[src/rtl/cache_dm_wt_if.sv]
// cache_dm_wt_if: processor request, RAM and debug-counter signals of the direct-mapped cache
interface cache_dm_wt_if #(
  parameter int d_width = 8,
  parameter int a_width = 8,
  parameter int cnt_width = 8
);
  logic ce, rw, flush, odv, busy, ram_ce, ram_rw;
  logic [a_width-1:0] addr, ram_addr;
  logic [d_width-1:0] din, dout, ram_wdata, ram_rdata;
  logic [cnt_width-1:0] hit_count, miss_count;
  modport master (
    output ce, rw, addr, din, flush, ram_rdata,
    input dout, odv, busy, ram_addr, ram_wdata, ram_ce, ram_rw, hit_count, miss_count
  );
  modport slave (
    input ce, rw, addr, din, flush, ram_rdata,
    output dout, odv, busy, ram_addr, ram_wdata, ram_ce, ram_rw, hit_count, miss_count
  );
endinterface

[src/rtl/cache_dm_wt.sv]
// cache_dm_wt: direct-mapped write-through no-write-allocate cache, one word per line
module cache_dm_wt #(
  parameter int d_width = 8,
  parameter int a_width = 8,
  parameter int index_width = 4,
  parameter int mem_wait = 2,
  parameter int cnt_width = 8
) (
  input logic clk,
  input logic clr,
  cache_dm_wt_if.slave bus
);
  localparam int lines = 1 << index_width;
  localparam int tag_width = a_width - index_width;
  localparam int wait_width = $clog2(mem_wait) + 1;
  localparam logic [wait_width-1:0] last_wait = wait_width'(mem_wait - 1);
  typedef enum logic [2:0] {IDLE, HIT, FILL, WRITE, DONE} state_t;
  state_t state_q;
  logic [lines-1:0] valid_q;
  logic [tag_width-1:0] tag_q [lines];
  logic [d_width-1:0] data_q [lines];
  logic [wait_width-1:0] wait_q;
  logic [d_width-1:0] dout_q, ram_wdata_q;
  logic [a_width-1:0] ram_addr_q;
  logic odv_q, busy_q, ram_ce_q, ram_rw_q, req_hit;
  logic [cnt_width-1:0] hit_q, miss_q, hit_d, miss_d;
  logic [index_width-1:0] req_idx, cur_idx;
  logic [tag_width-1:0] req_tag, cur_tag;
  assign req_idx = bus.addr[index_width-1:0];
  assign req_tag = bus.addr[a_width-1:index_width];
  // ram_addr_q doubles as the latched request address for every non-idle state
  assign cur_idx = ram_addr_q[index_width-1:0];
  assign cur_tag = ram_addr_q[a_width-1:index_width];
  assign req_hit = valid_q[req_idx] && (tag_q[req_idx] == req_tag);
  assign hit_d = &hit_q ? hit_q : hit_q + 1'b1;
  assign miss_d = &miss_q ? miss_q : miss_q + 1'b1;
  assign bus.dout = dout_q;
  assign bus.odv = odv_q;
  assign bus.busy = busy_q;
  assign bus.ram_ce = ram_ce_q;
  assign bus.ram_rw = ram_rw_q;
  assign bus.ram_addr = ram_addr_q;
  assign bus.ram_wdata = ram_wdata_q;
  assign bus.hit_count = hit_q;
  assign bus.miss_count = miss_q;
  always_ff @(posedge clk) begin
    if (clr) begin
      state_q <= IDLE;
      valid_q <= '0;
      wait_q <= '0;
      dout_q <= '0;
      odv_q <= 1'b0;
      busy_q <= 1'b0;
      ram_ce_q <= 1'b0;
      ram_rw_q <= 1'b1;
      ram_addr_q <= '0;
      ram_wdata_q <= '0;
      hit_q <= '0;
      miss_q <= '0;
    end else begin
      odv_q <= 1'b0;
      case (state_q)
        IDLE:
          if (bus.flush) valid_q <= '0;
          else if (bus.ce) begin
            ram_addr_q <= bus.addr;
            ram_wdata_q <= bus.din;
            busy_q <= 1'b1;
            wait_q <= '0;
            if (!bus.rw) begin
              state_q <= WRITE;
              ram_ce_q <= 1'b1;
              ram_rw_q <= 1'b0;
              if (req_hit) data_q[req_idx] <= bus.din;
            end else if (req_hit) state_q <= HIT;
            else begin
              state_q <= FILL;
              ram_ce_q <= 1'b1;
              ram_rw_q <= 1'b1;
            end
          end
        HIT: begin
          dout_q <= data_q[cur_idx];
          odv_q <= 1'b1;
          hit_q <= hit_d;
          busy_q <= 1'b0;
          state_q <= IDLE;
        end
        FILL:
          if (wait_q == last_wait) begin
            data_q[cur_idx] <= bus.ram_rdata;
            tag_q[cur_idx] <= cur_tag;
            valid_q[cur_idx] <= 1'b1;
            miss_q <= miss_d;
            ram_ce_q <= 1'b0;
            state_q <= DONE;
          end else wait_q <= wait_q + 1'b1;
        WRITE:
          if (wait_q == last_wait) begin
            ram_ce_q <= 1'b0;
            ram_rw_q <= 1'b1;
            busy_q <= 1'b0;
            state_q <= IDLE;
          end else wait_q <= wait_q + 1'b1;
        DONE: begin
          dout_q <= data_q[cur_idx];
          odv_q <= 1'b1;
          busy_q <= 1'b0;
          state_q <= IDLE;
        end
        default: state_q <= IDLE;
      endcase
    end
  end
endmodule

[src/flat_wrapper.sv]
// flat-port wrapper written by rule: the top's interface ports become plain ports
module cache_dm_wt_flat 
#(
  parameter int d_width = 8,
  parameter int a_width = 8,
  parameter int index_width = 4,
  parameter int mem_wait = 2,
  parameter int cnt_width = 8
)
  (clk, clr, bus_ce, bus_rw, bus_addr, bus_din, bus_flush, bus_ram_rdata, bus_dout, bus_odv, bus_busy, bus_ram_addr, bus_ram_wdata, bus_ram_ce, bus_ram_rw, bus_hit_count, bus_miss_count);
  cache_dm_wt_if #(.d_width(d_width), .a_width(a_width), .cnt_width(cnt_width)) bus_i ();
  input logic clk;
  input logic clr;
  input wire logic [$bits(bus_i.ce)-1:0] bus_ce;
  input wire logic [$bits(bus_i.rw)-1:0] bus_rw;
  input wire logic [$bits(bus_i.addr)-1:0] bus_addr;
  input wire logic [$bits(bus_i.din)-1:0] bus_din;
  input wire logic [$bits(bus_i.flush)-1:0] bus_flush;
  input wire logic [$bits(bus_i.ram_rdata)-1:0] bus_ram_rdata;
  output wire logic [$bits(bus_i.dout)-1:0] bus_dout;
  output wire logic [$bits(bus_i.odv)-1:0] bus_odv;
  output wire logic [$bits(bus_i.busy)-1:0] bus_busy;
  output wire logic [$bits(bus_i.ram_addr)-1:0] bus_ram_addr;
  output wire logic [$bits(bus_i.ram_wdata)-1:0] bus_ram_wdata;
  output wire logic [$bits(bus_i.ram_ce)-1:0] bus_ram_ce;
  output wire logic [$bits(bus_i.ram_rw)-1:0] bus_ram_rw;
  output wire logic [$bits(bus_i.hit_count)-1:0] bus_hit_count;
  output wire logic [$bits(bus_i.miss_count)-1:0] bus_miss_count;
  assign bus_i.ce = bus_ce;
  assign bus_i.rw = bus_rw;
  assign bus_i.addr = bus_addr;
  assign bus_i.din = bus_din;
  assign bus_i.flush = bus_flush;
  assign bus_i.ram_rdata = bus_ram_rdata;
  assign bus_dout = bus_i.dout;
  assign bus_odv = bus_i.odv;
  assign bus_busy = bus_i.busy;
  assign bus_ram_addr = bus_i.ram_addr;
  assign bus_ram_wdata = bus_i.ram_wdata;
  assign bus_ram_ce = bus_i.ram_ce;
  assign bus_ram_rw = bus_i.ram_rw;
  assign bus_hit_count = bus_i.hit_count;
  assign bus_miss_count = bus_i.miss_count;
  cache_dm_wt #(.d_width(d_width), .a_width(a_width), .index_width(index_width), .mem_wait(mem_wait), .cnt_width(cnt_width)) u_core (.clk(clk), .clr(clr), .bus(bus_i));
endmodule
[config.mk]
export PLATFORM = sky130hd
export DESIGN_NAME = cache_dm_wt_flat
export DESIGN_NICKNAME = d
export VERILOG_FILES = /design/src/rtl/cache_dm_wt_if.sv /design/src/rtl/cache_dm_wt.sv /design/src/flat_wrapper.sv
export SDC_FILE = /design/constraint.sdc
export NUM_CORES = 1
export LEC_CHECK = 0
export CAP_MARGIN = 40
export CORE_ASPECT_RATIO = 0.7
export CORE_MARGIN = 1.5
export CORE_UTILIZATION = 57
export CTS_CLUSTER_DIAMETER = 100
export DETAILED_ROUTE_END_ITERATION = 6
export DONT_BUFFER_PORTS = 1
export PLACE_DENSITY = 0.81
export SLEW_MARGIN = 5
export SYNTH_ARGS = -nofsm -noshare
export SYNTH_HDL_FRONTEND = slang
export SYNTH_SLANG_ARGS = --single-unit
[constraint.sdc]
create_clock -name clk -period 2.8 [get_ports clk]
set_clock_uncertainty 0.05 [all_clocks]
set_input_delay 0.42 -clock clk [delete_from_list [all_inputs] [get_ports clk]]
set_output_delay 0.42 -clock clk [all_outputs]
set_load 0.02 [all_outputs]
==> impl_metrics.yaml, run 1 <==
run_status:
  outcome: "complete, no violations"
clock_tree:
  clock_sinks: 257
  cts_htree_levels: 1
  clockRootBuffer: "clkbuf_16"
  clk_path_buf_depth: 3
  numCtsBuffers: 23
  cts_tree: "yes"
  clk_pin_slew_ns: 0.06
  clkLatencyLatePin_ns: 0.51
global_routing:
  grt_pass1_vias: 6327
  grt-ovfl-total: 0
  grt_pass1_wl_mm: 38.0
  grtUsageTotal_pct: 27.4
  grt_max_degree: 46
  antenna_found_initial: 0
sta:
  slew_headroom_pct: 43.6
  timing.hold.ws_ns: 0.00587
  worst_pin_slew_ns: 0.846
  rsz0062_at_grt: "true"
  report.final.slew_viol_count: 0
  fin_setup_tns_ns: 0
  max_freq_mhz: 360
  period_share_pct: 99.3
  fin_crit_ns: 2.78
  hold_viol: 0
  setup_viol: 0
synthesis:
  synth_top_cell_by_area: "edfxtp_1"
  synth_fp_nets: 733
  syn-cell-area_mm2: 0.0104
  synth_edf_count: 192
  ys_warn_count: 0
  syn_inst: 701
  synth_flop_cell: "edfxtp_1"
  ys_ff_latch: 257
  synth.avg_cell_area_um2: 14.9
  synth_top_cell_area_share_pct: 55.4
  synthTopCellsByArea: "edfxtp_1, dfxtp_1, mux4_2"
  ys_types: 48
  ys_top_cells_by_count: "edfxtp_1, nand2_1, nor2_1"
  yosys.cell_count.top_type: "edfxtp_1"
  ys_seq_area_share_pct: 67.9
  async_flop_share_pct: 0
die:
  dieHeight_um: 116
  rows: 41
  initial_core_util_pct: 58.0
  num_io_pins: 73
  die_w_um: 165
  die-area_mm2: 0.0191
  core_area_mm2: 0.0180
worst_setup_path:
  arrival_ns: 2.89
  crit_path_top_delay_cell: "nand2_1"
  crit_chain: "ha_1, and2_1, and2_1, nand2b_1, inv_1, nand2_1, nor2_1"
  critPathKind: "register to register"
  cp-start-kind: "register"
  max_stage_delay_ns: 0.49
  cp_max_fo: 13
  critPathRequiredTime_ns: 2.91
  timing.critical_path.mode_cell: "and2_1"
  crit_path_end_kind: "register"
routing:
  drt-wirelength-per-cell_um: 25.9
  ant_nets: 0
  via_per_inst: 6.68
  drcViolationCount: 0
  vias: 6611
  drt-initial-drc-count: 983
  routed_wl_mm: 25.6
  dr.pass1.iters: 5
finish:
  stdcell_count: 989
  design_area_mm2: 0.0118
  fillCellCount: 1173
  final_nets: 770
  antenna_cells: 0
  drive_gt1_share_pct: 20.1
  syn2layout_area_growth_pct: 12.9
pwr:
  p_per_area_mw_per_mm2: 640
  p_leak_nw: 3.79
  ir_worst_vdd_v: 0.000439
  power_mw: 7.53
run:
  maxCapViolations: 0
hold_path:
  hp-class: "input port to register"
placement:
  place_area_mm2: 0.0108
  dp_cells: 932
  port_buffers: 0
  gp_congestion: 0.932
  dp_hpwl_mm: 16.4
## routing by layer
| layer | up-vias | track usage, % | routed length, µm |
|---|---|---|---|
| met5 | - | 0 | 0 |
| met4 | 0 | 7.03 | 585 |
| met3 | 62 | 6.30 | 3560 |
| met2 | 568 | 42.0 | 11500 |
| met1 | 3237 | 40.3 | 9980 |
| li1 | 2744 | - | - |
## report_power, final
group | internal (mW) | switching [mW]
logic | 0.171 | 0.242
registers | 4.12 | 0.0613
clock network | 1.63 | 1.30
total | 5.92 | 1.61
## final timing paths
check,slack [ns],from,to,depth (start not counted)
max,0.02,u_core.wait_q[0],u_core.tag_q[2][0],7
min,0.006,bus_addr[6],u_core.bus.ram_addr[6],2
max reg2reg,0.02,u_core.wait_q[0],u_core.tag_q[2][0],7
min reg2reg,0.44,u_core.valid_q[4],u_core.valid_q[4],2
## registers in the layout, summed over array words and instances (netlist names)
name,count
u_core.data_q,128
u_core.tag_q,64
u_core.valid_q,16
u_core.bus.dout,8
u_core.bus.hit_count,8
u_core.bus.miss_count,8
u_core.bus.ram_addr,8
u_core.bus.ram_wdata,8
u_core.state_q,3
u_core.wait_q,2
u_core.bus.busy,1
u_core.bus.odv,1
u_core.bus.ram_ce,1
u_core.bus.ram_rw,1
## worst max-delay path, delay by kind of cell (launching register included)
| family | cells | cell delay [ns] |
|---|---|---|
| DFF | 1 | 0.36 |
| buffers and inverters | 1 | 0.40 |
| and+or+nand+nor | 5 | 1.45 |
| adders and majority gates | 1 | 0.17 |
## what timing repair did
action,CTS,global route
resized for setup,0,22
hold endpoints to repair,46,0
setup buffers,0,2
hold buffers,15,0
endpoints found under the setup margin,0,184
## final cells by class
type / count / area, µm² / area share (%)
timing repair buffer: 50 / 464 / 3.95
tap: 236 / 295 / 2.51
inverter: 7 / 26.3 / 0.224
clock buffer: 32 / 619 / 5.27
multi-input combinational: 399 / 3210 / 27.4
sequential: 257 / 7070 / 60.2
clock inverter: 8 / 63.8 / 0.543
## per-stage QoR
step | utilization [%] | setup WS, ns
2_1_floorplan | - | 0.0833
3_3_place_gp | 60.3 | 0.0296
3_5_place_dp | 60.3 | -0.0554
4_1_cts | 65.0 | 0.0124
5_1_grt | 65.5 | -0.138
6_report | 65.5 | 0.0202
## kinds of logic after synthesis
group,count (synthesis),synth area share [%]
AND/OR/NAND/NOR,212,9.28
multiplexers,69,13.5
buffers and inverters,45,1.98
adder cells (fa/ha/maj),3,0.361
flip-flops,257,67.9
AO/OA/AOI/OAI,99,5.62
XOR/XNOR,16,1.35
## cell usage in the layout, fill, tap and decap left out, types with 2 or more instances in the layout
master,n
ha_1,3
nand2_1,78
a31oi_1,11
nand4_1,11
nor4b_2,2
clkinv_2,6
a211oi_1,2
nand3_1,4
a21o_1,2
buf_4,31
xnor2_1,5
nor3_1,4
mux4_2,52
dfxtp_2,2
dfxtp_1,63
inv_1,7
buf_12,4
nor2_1,61
and4_1,2
o21ai_0,13
mux2i_1,11
xor2_1,11
edfxtp_1,192
a2111oi_0,2
and2_1,3
a21oi_1,58
dlygate4sd3_1,14
nor4_1,2
nor2_2,13
nand3_2,2
mux4_1,4
nand2b_1,5
clkbuf_16,23
clkbuf_1,8
or3_1,3
and4_4,2
nor2b_1,10
and3_1,4
Note: power is estimated with default switching activity, not from simulation.
==> inputs of run 2 (changes only) <==
--- a/config.mk
+++ b/config.mk
@@ -13,6 +13,7 @@
 export DETAILED_ROUTE_END_ITERATION = 6
 export DONT_BUFFER_PORTS = 1
 export PLACE_DENSITY = 0.81
+export SETUP_SLACK_MARGIN = 0.3
 export SLEW_MARGIN = 5
 export SYNTH_ARGS = -nofsm -noshare
 export SYNTH_HDL_FRONTEND = slang
==> run 2 against run 1 <==
Maximum frequency rose by 1.9%. First-iteration DRC count rose by 4.9%. Register-to-register slack improved by 0.05 ns. Non-clock buffer count rose by 4. Total power rose by 5.3%. Flip-flop and latch count did not move. Utilization rose by 2.9 points. Critical path type unchanged.
==> impl_metrics.yaml, run 2 (synthesis gave the netlist of run 1 again) <==
die:
  rows: 41
  die_w_um: 165
  num_io_pins: 73
  die-area_mm2: 0.0191
  core_area_mm2: 0.0180
  initial_core_util_pct: 58.0
  dieHeight_um: 116
placement:
  dp_hpwl_mm: 15.8
  pre_cts_ws_ns: -0.0238
  gp_congestion: 0.919
  port_buffers: 0
clock_tree:
  numCtsBuffers: 25
  cts_tree: "yes"
  clockRootBuffer: "clkbuf_16"
  clock_sinks: 257
  clk_pin_slew_ns: 0.06
  clkLatencyLatePin_ns: 0.52
  clk_path_buf_depth: 3
  cts_htree_levels: 1
sta:
  hold_viol: 0
  fin_crit_ns: 2.73
  period_share_pct: 97.5
  max_freq_mhz: 366
  slew_headroom_pct: 40.5
  setup_viol: 0
  rsz0062_at_grt: "true"
  report.final.slew_viol_count: 0
  worst_pin_slew_ns: 0.888
  setup_slack_ns: 0.0712
worst_setup_path:
  cp-start-kind: "register"
  r2r_cells: 9
  crit_chain: "mux4_2, a22oi_2, a31oi_4, nor4b_4, nand4_1, buf_4, buf_6, a21oi_4, buf_6"
  crit_path_top_delay_cell: "mux4_2"
  critPathLaunch: "u_core.tag_q[12][0]"
  cp_max_fo: 8
  r2r-end: "u_core.data_q[2][2]"
  r2r_slack_ns: 0.07
  crit_path_end_kind: "register"
  timing.critical_path.mode_cell: "buf_6"
  arrival_ns: 2.90
  critPathRequiredTime_ns: 2.97
  r2r-start: "u_core.tag_q[12][0]"
  critPathKind: "register to register"
  max_stage_delay_ns: 0.50
  crit_end: "u_core.data_q[2][2]"
finish:
  final_common_cell: "edfxtp_1"
  antenna_cells: 0
  post-route-util_pct: 68.3
  largest_reg_flops: 128
  layout_common_cells: "edfxtp_1, nand2_1, dfxtp_1"
  final_nets: 776
  regArea_mm2: 0.00707
  syn2layout_area_growth_pct: 17.9
  multi_input_area_mm2: 0.00349
  top_regs: "u_core.data_q x128, u_core.tag_q x64, u_core.valid_q x16"
  regMostFlops: "u_core.data_q"
  fillCellCount: 1057
  drive_gt1_share_pct: 26.8
global_routing:
  grtUsageTotal_pct: 26.6
  met3_usage_pct: 4.80
  grt_busiest_layer: "met2"
  grt_max_degree: 46
  grt_pass1_vias: 6214
  grt-ovfl-total: 0
  antenna_found_initial: 0
  grt_util_met2_pct: 43.0
  grt_pass1_wl_mm: 37.2
  use_met1_pct: 37.6
pwr:
  ir_worst_vdd_v: 0.000480
  p_leak_nw: 3.92
  p_per_area_mw_per_mm2: 646
run:
  maxCapViolations: 0
routing:
  drt-initial-drc-count: 1031
  drt-wirelength-per-cell_um: 26.7
  drcViolationCount: 0
  vias: 6768
  routed_wl_mm: 26.7
  ant_nets: 0
  via_per_inst: 6.78
  dr.pass1.iters: 7
run_status:
  outcome: "complete, no violations"
hold_path:
  hp-class: "input port to register"
[run 2: worst min-delay path by stage]
stage          slack (ns)                 endpoint          startpoint  cells after the start
3_5_place_dp         0.40       u_core.valid_q[13]  u_core.valid_q[13]                      2
6_report            0.008  u_core.bus.ram_wdata[3]          bus_din[3]                      2
2_1_floorplan        0.38       u_core.valid_q[13]  u_core.valid_q[13]                      2
5_1_grt             0.008  u_core.bus.ram_wdata[3]          bus_din[3]                      2
3_3_place_gp         0.40       u_core.valid_q[13]  u_core.valid_q[13]                      2
4_1_cts             0.006  u_core.bus.ram_wdata[3]          bus_din[3]                      2
[run 2: through the flow]
step | TNS [ns] | power (mW) | instances | hold WS [ns] | area (µm²)
after global placement | 0 | 4.61 | 936 | 0.399 | 10900
final | 0 | 7.93 | 998 | 0.00849 | 12300
after floorplan | 0 | 4.54 | 701 | 0.379 | 10500
after CTS | 0 | 7.87 | 996 | 0.00599 | 12000
after detailed placement | -0.369 | 4.62 | 936 | 0.404 | 10900
after global routing | -0.193 | 8.09 | 998 | 0.00807 | 12300
[run 2: worst max-delay path: cells and delay by family (launching register included)]
family	cells	cell delay, ns
AOI/OAI and AO/OA	3	0.62
muxes	1	0.50
buffers and inverters	3	0.47
and+or+nand+nor	2	0.40
DFF	1	0.39
[run 2: report_power, final]
| part | switching (mW) | internal [mW] |
|---|---|---|
| clock | 1.39 | 1.92 |
| combinational | 0.265 | 0.173 |
| sequential | 0.0603 | 4.12 |
| total | 1.72 | 6.21 |
[run 2: timing repair]
item | 4_1_cts | 5_1_grt
hold buffers | 10 | 0
buffers inserted | 5 | 2
setup endpoints to repair | 136 | 307
resized for setup | 22 | 52
hold endpoints to repair | 46 | 0
pin swaps | 12 | 9
[run 2: layout make-up]
class	count	area share (%)
clock buffer	36	6.29
clock inverter	9	0.357
inverter	7	0.214
multi-input combinational	399	28.4
sequential	257	57.6
tap	236	2.41
timing repair buffer	54	4.69
[run 2: layer usage]
metal	share of wire [%]	vias to the layer above
li1	-	2760
met1	38	3381
met2	48	567
met3	12	60
met4	2.3	0
met5	0	-
==> inputs of run 3 (changes only) <==
--- a/config.mk
+++ b/config.mk
@@ -7,9 +7,9 @@
 export LEC_CHECK = 0
 export CAP_MARGIN = 40
 export CORE_ASPECT_RATIO = 0.7
-export CORE_MARGIN = 1.5
 export CORE_UTILIZATION = 57
 export CTS_CLUSTER_DIAMETER = 100
+export CTS_CLUSTER_SIZE = 20
 export DETAILED_ROUTE_END_ITERATION = 6
 export DONT_BUFFER_PORTS = 1
 export PLACE_DENSITY = 0.81
==> run 3 against run 2 <==
Maximum frequency fell by 1.8%. Highest routed layer unchanged. Largest cell class unchanged. Critical endpoint is now u_core.data_q[4][5]. Wire length fell by 4.4%. Global-route usage fell by 0.054 points.
==> impl_metrics.yaml, run 3 (synthesis gave the netlist of run 1 again) <==
worst_setup_path:
  cp_max_fo: 8
  critPathTopFamily: "compound AO/OA/AOI/OAI gates"
  cp_num_buf_inv: 3
  arrival_ns: 2.92
  timing.critical_path.mode_cell: "buf_6"
  critPathLaunch: "u_core.tag_q[4][0]"
  max_stage_delay_ns: 0.51
  critPathRequiredTime_ns: 2.95
  crit_path_end_kind: "register"
  critPathKind: "register to register"
  r2r-start: "u_core.tag_q[4][0]"
  crit_path_top_delay_cell: "mux4_2"
  cp-start-kind: "register"
  crit_chain: "mux4_2, a22oi_2, a31oi_4, buf_4, nor4_4, nand4_1, buf_6, a21oi_2, buf_6"
finish:
  post-route-util_pct: 67.3
  regArea_mm2: 0.00707
  multi_input_area_mm2: 0.00342
  top_regs: "u_core.data_q x128, u_core.tag_q x64, u_core.valid_q x16"
  largest_reg_flops: 128
  layout_common_cells: "edfxtp_1, nand2_1, dfxtp_1"
  final_nets: 762
  fillCellCount: 1068
  regMostFlops: "u_core.data_q"
  drive_gt1_share_pct: 23.8
  syn2layout_area_growth_pct: 13.2
  design_area_mm2: 0.0118
  final_common_cell: "edfxtp_1"
  stdcell_count: 971
  antenna_cells: 0
global_routing:
  grt_pass1_wl_mm: 36.5
  grt-ovfl-total: 0
  antenna_found_initial: 0
  grt_max_degree: 46
  grtUsageTotal_pct: 26.5
  grt_pass1_vias: 6138
die:
  die-area_mm2: 0.0188
  num_io_pins: 73
  dieHeight_um: 115
  core_area_mm2: 0.0175
  rows: 40
  die_w_um: 164
  initial_core_util_pct: 59.4
clock_tree:
  clk_path_buf_depth: 3
  numCtsBuffers: 16
  clkLatencyLatePin_ns: 0.50
  clock_sinks: 257
  clk_pin_slew_ns: 0.09
  clockRootBuffer: "clkbuf_16"
  cts_tree: "yes"
  cts_htree_levels: 1
run_status:
  outcome: "complete, no violations"
sta:
  worst_pin_slew_ns: 0.875
  slew_headroom_pct: 41.6
  hold_viol: 0
  max_freq_mhz: 360
  setup_viol: 0
  rsz0062_at_grt: "true"
  report.final.slew_viol_count: 0
  period_share_pct: 99.2
  setup_slack_ns: 0.0221
  timing.hold.ws_ns: 0.00555
  fin_setup_tns_ns: 0
  fin_crit_ns: 2.78
placement:
  pre_cts_ws_ns: -0.0359
  dp_hpwl_mm: 16.1
  port_buffers: 0
  gp_congestion: 0.882
  place_area_mm2: 0.0109
  dp_cells: 928
hold_path:
  hp-start: "bus_din[7]"
  hp-class: "input port to register"
routing:
  drt-wirelength-per-cell_um: 26.3
  drcViolationCount: 0
  vias: 6619
  ant_nets: 0
  via_per_inst: 6.82
  dr.pass1.iters: 5
  routed_wl_mm: 25.5
  drt-initial-drc-count: 1072
pwr:
  ir_worst_vdd_v: 0.000597
  p_leak_nw: 3.70
  p_per_area_mw_per_mm2: 588
  power_mw: 6.93
run:
  maxCapViolations: 0
run 3: cell type report:
type | count | share of cell area [%]
sequential | 257 | 60.0
multi-input combinational | 399 | 29.0
timing repair buffer | 49 | 4.29
clock buffer | 27 | 3.93
tap | 231 | 2.45
inverter | 7 | 0.255
clock inverter | 1 | 0.0425
run 3: power breakdown:
group	internal [mW]	switching [mW]	total, mW	leakage [nW]
logic	0.175	0.254	0.429	1.24
registers	4.11	0.0658	4.18	2.23
clock network	1.14	1.18	2.32	0.225
run 3: final timing paths:
kind | end | slack, ns | depth (start not counted)
setup / recovery | u_core.data_q[4][5] | 0.02 | 9
hold / removal | u_core.bus.ram_wdata[7] | 0.006 | 2
setup reg to reg | u_core.data_q[4][5] | 0.02 | 9
hold reg to reg | u_core.valid_q[10] | 0.43 | 2
run 3: timing repair:
| item | 4_1_cts | 5_1_grt |
|---|---|---|
| pin swaps | 14 | 6 |
| resized for setup | 35 | 24 |
| setup endpoints to repair | 170 | 210 |
| endpoints found under the hold margin | 46 | 0 |
| setup buffers | 5 | 5 |
| hold buffers | 5 | 0 |
| cloned | 0 | 0 |
run 3: layer usage:
| layer | GRT usage [%] | up-vias | share of wire, % |
|---|---|---|---|
| met5 | 0 | - | 0 |
| met1 | 38.5 | 3277 | 39 |
| met3 | 5.48 | 52 | 13 |
| li1 | - | 2715 | - |
| met2 | 42.1 | 575 | 47 |
| met4 | 5.25 | 0 | 2.1 |
